<file path="src/rtl/riscv_pkg.sv">
// Shared constants for the data-memory path: master identifiers and default bus widths.
package riscv_pkg;

    localparam int   DMEM_AW    = 32;
    localparam int   DMEM_DW    = 32;
    localparam int   WAIT_W     = 4;

    localparam logic MASTER_CPU = 1'b0;
    localparam logic MASTER_LDR = 1'b1;

endpackage

</file>
<file path="src/rtl/dmem_rr_pick.sv">
// Grant selection between the CPU port and the loader port: CPU wins ties
// unless the loader has already been refused max_wait consecutive cycles.
module dmem_rr_pick
    import riscv_pkg::*;
(
    input  logic              req0,
    input  logic              req1,
    input  logic [WAIT_W-1:0] wait_cnt,
    input  logic [WAIT_W-1:0] max_wait,
    output logic              gnt0,
    output logic              gnt1
);

    logic starved;

    always_comb begin
        starved = (wait_cnt == max_wait);
        gnt1    = req1 & (~req0 | starved);
        gnt0    = req0 & ~gnt1;
    end

endmodule

</file>
<file path="src/rtl/dmem_arbiter.sv">
// Two-master arbiter for the single-ported data RAM: registered command stage,
// fixed-latency read return steered to the issuing master, loader starvation guard.
module dmem_arbiter
    import riscv_pkg::*;
#(
    parameter int AW       = DMEM_AW,
    parameter int DW       = DMEM_DW,
    parameter int MAX_WAIT = 4
) (
    input  logic          clk,
    input  logic          reset,

    input  logic          m0_req,
    input  logic          m0_we,
    input  logic [AW-1:0] m0_addr,
    input  logic [DW-1:0] m0_wdata,
    output logic          m0_gnt,
    output logic          m0_rvalid,
    output logic [DW-1:0] m0_rdata,

    input  logic          m1_req,
    input  logic          m1_we,
    input  logic [AW-1:0] m1_addr,
    input  logic [DW-1:0] m1_wdata,
    output logic          m1_gnt,
    output logic          m1_rvalid,
    output logic [DW-1:0] m1_rdata,

    output logic          mem_en,
    output logic          mem_we,
    output logic [AW-1:0] mem_addr,
    output logic [DW-1:0] mem_wdata,
    input  logic [DW-1:0] mem_rdata,
    output logic          owner
);

    localparam logic [WAIT_W-1:0] MAX_WAIT_C = WAIT_W'(MAX_WAIT);

    logic          pick_gnt0, pick_gnt1;

    logic          mem_en_q,    mem_en_d;
    logic          mem_we_q,    mem_we_d;
    logic [AW-1:0] mem_addr_q,  mem_addr_d;
    logic [DW-1:0] mem_wdata_q, mem_wdata_d;
    logic          owner_q,     owner_d;
    logic          rd_pend_q,   rd_pend_d;
    logic          rd_owner_q,  rd_owner_d;
    logic [DW-1:0] rdata0_q,    rdata0_d;
    logic [DW-1:0] rdata1_q,    rdata1_d;
    logic [WAIT_W-1:0] wait_cnt_q, wait_cnt_d;

    dmem_rr_pick u_pick (
        .req0     (m0_req),
        .req1     (m1_req),
        .wait_cnt (wait_cnt_q),
        .max_wait (MAX_WAIT_C),
        .gnt0     (pick_gnt0),
        .gnt1     (pick_gnt1)
    );

    // Grants are combinational, so they must be masked while reset is held.
    always_comb begin
        m0_gnt = pick_gnt0 & reset;
        m1_gnt = pick_gnt1 & reset;
    end

    always_comb begin
        mem_en_d    = 1'b0;
        mem_we_d    = 1'b0;
        mem_addr_d  = mem_addr_q;
        mem_wdata_d = mem_wdata_q;
        owner_d     = owner_q;
        if (m0_gnt) begin
            mem_en_d    = 1'b1;
            mem_we_d    = m0_we;
            mem_addr_d  = m0_addr;
            mem_wdata_d = m0_wdata;
            owner_d     = MASTER_CPU;
        end else if (m1_gnt) begin
            mem_en_d    = 1'b1;
            mem_we_d    = m1_we;
            mem_addr_d  = m1_addr;
            mem_wdata_d = m1_wdata;
            owner_d     = MASTER_LDR;
        end
    end

    // RAM data is valid the cycle after a read strobe; forward it live and keep a copy.
    always_comb begin
        rd_pend_d  = mem_en_q & ~mem_we_q;
        rd_owner_d = owner_q;
        m0_rvalid  = rd_pend_q & (rd_owner_q == MASTER_CPU);
        m1_rvalid  = rd_pend_q & (rd_owner_q == MASTER_LDR);
        rdata0_d   = m0_rvalid ? mem_rdata : rdata0_q;
        rdata1_d   = m1_rvalid ? mem_rdata : rdata1_q;
        m0_rdata   = rdata0_d;
        m1_rdata   = rdata1_d;
    end

    always_comb begin
        wait_cnt_d = '0;
        if (m1_req & ~m1_gnt) begin
            wait_cnt_d = (wait_cnt_q == MAX_WAIT_C) ? wait_cnt_q : wait_cnt_q + 1'b1;
        end
    end

    always_ff @(posedge clk or negedge reset) begin
        if (!reset) begin
            mem_en_q    <= 1'b0;
            mem_we_q    <= 1'b0;
            mem_addr_q  <= '0;
            mem_wdata_q <= '0;
            owner_q     <= 1'b0;
            rd_pend_q   <= 1'b0;
            rd_owner_q  <= 1'b0;
            rdata0_q    <= '0;
            rdata1_q    <= '0;
            wait_cnt_q  <= '0;
        end else begin
            mem_en_q    <= mem_en_d;
            mem_we_q    <= mem_we_d;
            mem_addr_q  <= mem_addr_d;
            mem_wdata_q <= mem_wdata_d;
            owner_q     <= owner_d;
            rd_pend_q   <= rd_pend_d;
            rd_owner_q  <= rd_owner_d;
            rdata0_q    <= rdata0_d;
            rdata1_q    <= rdata1_d;
            wait_cnt_q  <= wait_cnt_d;
        end
    end

    always_comb begin
        mem_en    = mem_en_q;
        mem_we    = mem_we_q;
        mem_addr  = mem_addr_q;
        mem_wdata = mem_wdata_q;
        owner     = owner_q;
    end

endmodule

</file>
<file path="config.mk">
export PLATFORM = sky130hd
export DESIGN_NAME = dmem_arbiter
export DESIGN_NICKNAME = d
export VERILOG_FILES = /design/src/rtl/riscv_pkg.sv /design/src/rtl/dmem_rr_pick.sv /design/src/rtl/dmem_arbiter.sv
export SDC_FILE = /design/constraint.sdc
export NUM_CORES = 1
export LEC_CHECK = 0
export BUFFER_PORTS_ARGS = -buffer_cell sky130_fd_sc_hd__buf_2
export CORE_MARGIN = 10
export CORE_UTILIZATION = 47
export DETAILED_ROUTE_END_ITERATION = 8
export PLACE_DENSITY = 0.79
export SKIP_CTS_REPAIR_TIMING = 1
export SYNTH_ARGS = -nofsm -noshare
export SYNTH_HDL_FRONTEND = slang
export SYNTH_SLANG_ARGS = --single-unit
</file>
<file path="constraint.sdc">
create_clock -name clk -period 2 [get_ports clk]
set_clock_uncertainty 0.15 [all_clocks]
set_input_delay 0.5 -clock clk [delete_from_list [all_inputs] [get_ports clk]]
set_output_delay 0.5 -clock clk [all_outputs]
set_load 0.01 [all_outputs]
</file>
==> results.json <==
{
  "outcome": "finished, violations left",
  "violations": "hold timing, setup timing",
  "ys.warnings.count": 0,
  "vdd_drop_max_mv": 0.553,
  "drive_gt1_frac": 0.540,
  "synth_seq_cells": 137,
  "die_area_um2": 18600,
  "fp.dieW_um": 136,
  "slew_headroom": 0.574,
  "postSynthAreaPerCell_um2": 11.5,
  "synth_compound_area_frac": 0.222,
  "synth-simple-area-share": 0.0538,
  "tns_ns": -19.52,
  "cp.required_ns": 1.35,
  "start_util": 0.479,
  "drv_cap": 0,
  "start_kind": "register",
  "track_usage": 0.222,
  "critPathMaxFanout": 16,
  "vias_per_cell": 5.68,
  "pin_count": 301,
  "ctsHtreeMaxLevel": 4,
  "setup_viol": 67,
  "cts_made_buffers": 17,
  "hold_path_class": "in -> async",
  "nFillCells": 975,
  "synthAdderAreaFrac": 0.00394,
  "tightest_slew_ns": 0.637,
  "route.vias.total": 5927,
  "cts_root_buf": "clkbuf_16",
  "slew_violations": 0,
  "grt_pass1_vias": 5975,
  "num_rows": 42,
  "ant_nets": 0,
  "clk_pin_slew_worst_paths_ns": 0.06,
  "drt_iter0_markers": 371,
  "finalCritPeriodShare": 1.18,
  "muxShareOfSynthArea": 0.117,
  "antenna_found_initial": 2,
  "num-nets-final": 1022,
  "endpoint_kind": "output port",
  "overflow": 0,
  "dp_hpwl_um": 15600,
  "seq_area_frac_synth": 0.540,
  "synth_ff_type": "dfrtp_1",
  "rsz0062_at_grt": "true",
  "grt_pass1_wl_um": 32400,
  "p_per_area_nw_per_um2": 1050,
  "synth_top_family_by_area": "compound AO/OA/AOI/OAI gates",
  "cts_tree": "yes",
  "synth_common_cells": "dfrtp_1 (137), nor2_1 (67), a21oi_1 (66)",
  "cts.sinks": 137,
  "multi_input_area_um2": 2750,
  "synth_top_area_frac": 0.540,
  "clockBufferDepth": 2,
  "wl_per_cell_um": 22.7,
  "synthCells": 553,
  "hold_viol_final": 2,
  "synth_cell_types": 31,
  "syn-num-nets": 721,
  "arrival_ns": 1.71,
  "final.setup.worst_slack_ns": -0.363,
  "synth.most_common_cell": "dfrtp_1",
  "routed_wl_um": 23600,
  "grt_max_degree": 76,
  "whs_ns": -0.00383,
  "globalplace.congestion": 0.839,
  "async_reset_ff_frac": 1.00,
  "synth_area_um2": 6350,
  "die_h_um": 136,
  "dr.pass1.iters": 5,
  "synth_area_leaders": "dfrtp_1 (54%), mux2_2 (11%), a41oi_1 (6.1%)",
  "synth_top_area_cell": "dfrtp_1",
  "seqCellArea_um2": 3430,
  "clock_latency_ns": 0.41,
  "core-area_um2": 13200,
  "power_leakage_nw": 4.42,
  "drcViolationCount": 0,
  "synth_enable_flop_cells": 0,
  "clock.fmax_ghz": 0.423,
  "port_buffers": 300,
  "syn2layout_area_growth_pct": 46.5,
  "finalPower_mw": 9.80,
  "crit_type": "reg -> out",
  "synth_xor_area_frac": 0.00276,
  "finalCriticalPeriod_ns": 2.36
}
-- area by class of cell --
class	count	share of cell area
flip-flops and latches	137	0.369
well taps	176	0.0237
diodes	1	0.000269
clock buffers	21	0.0506
multi-input cells	351	0.295
clock inverters	10	0.0179
repair buffers	341	0.241
inverters	6	0.00269
-- worst paths after layout --
path	from	end	slack, ns	cells past startpoint
worst min register to register	owner	rd_owner_q	0.26	0
worst max register to register	wait_cnt_q[1]	mem_addr[10]	0.19	7
worst min-delay path	reset	wait_cnt_q[3]	-0.004	2
max in group asynchronous	reset	mem_wdata[22]	0.45	3
worst max-delay path	rd_owner_q	m0_rdata[8]	-0.36	4
min in group clk	m1_wdata[16]	mem_wdata[16]	0.19	3
-- registers in the layout (all words and copies together), names as in the netlist --
register    flops
mem_addr       32
mem_en          1
mem_wdata      32
mem_we          1
owner           1
rd_owner_q      1
rd_pend_q       1
rdata0_q       32
rdata1_q       32
wait_cnt_q      4
-- cells by family after synthesis --
logic type / count (synthesis)
DFF: 137
muxes: 66
and+or+nand+nor: 81
adders and majority gates: 2
buffers and inverters: 65
AOI/OAI and AO/OA: 200
xor gates and xnor gates: 2
-- worst max-delay path, cell delays in order (launching register included) --
cell       delay, ns
dfrtp_1         0.39
nand2b_4        0.18
clkbuf_16       0.21
mux2_2          0.37
buf_2           0.15
-- through the flow --
| step | instances | util | setup WS, ns | cell area (um2) |
|---|---|---|---|---|
| 2_1_floorplan | 553 | - | 0.0449 | 6350 |
| 4_1_cts | 1029 | 0.658 | -0.348 | 8710 |
| 5_1_grt | 1043 | 0.702 | -0.430 | 9300 |
| 3_5_place_dp | 998 | 0.610 | 0.102 | 8070 |
| 3_3_place_gp | 998 | 0.610 | 0.130 | 8070 |
| 6_report | 1043 | 0.702 | -0.363 | 9300 |
-- layer usage --
metal	vias to the layer above	global-route usage	wire length, um
met5	-	0	13
met1	2886	0.252	8610
met3	51	0.101	2550
met4	2	0.0840	671
li1	2643	-	-
met2	345	0.358	11800
-- cell usage in the layout (no fill, tap or decap), types with 20 or more instances in the layout --
cell / count
clkbuf_16: 20
a21oi_1: 66
buf_2: 264
o21ai_1: 58
a41oi_2: 20
dfrtp_1: 136
nor2_1: 66
buf_6: 35
buf_4: 25
mux2_2: 23
a41oi_1: 44
mux2_4: 41
-- where the power goes --
part	switching, mW	internal, mW	total [mW]
combinational	1.40	1.47	2.86
sequential	0.245	3.32	3.56
clock	1.19	2.19	3.37
total	2.83	6.97	9.80
No activity file was read; power rests on OpenSTA's default activity.
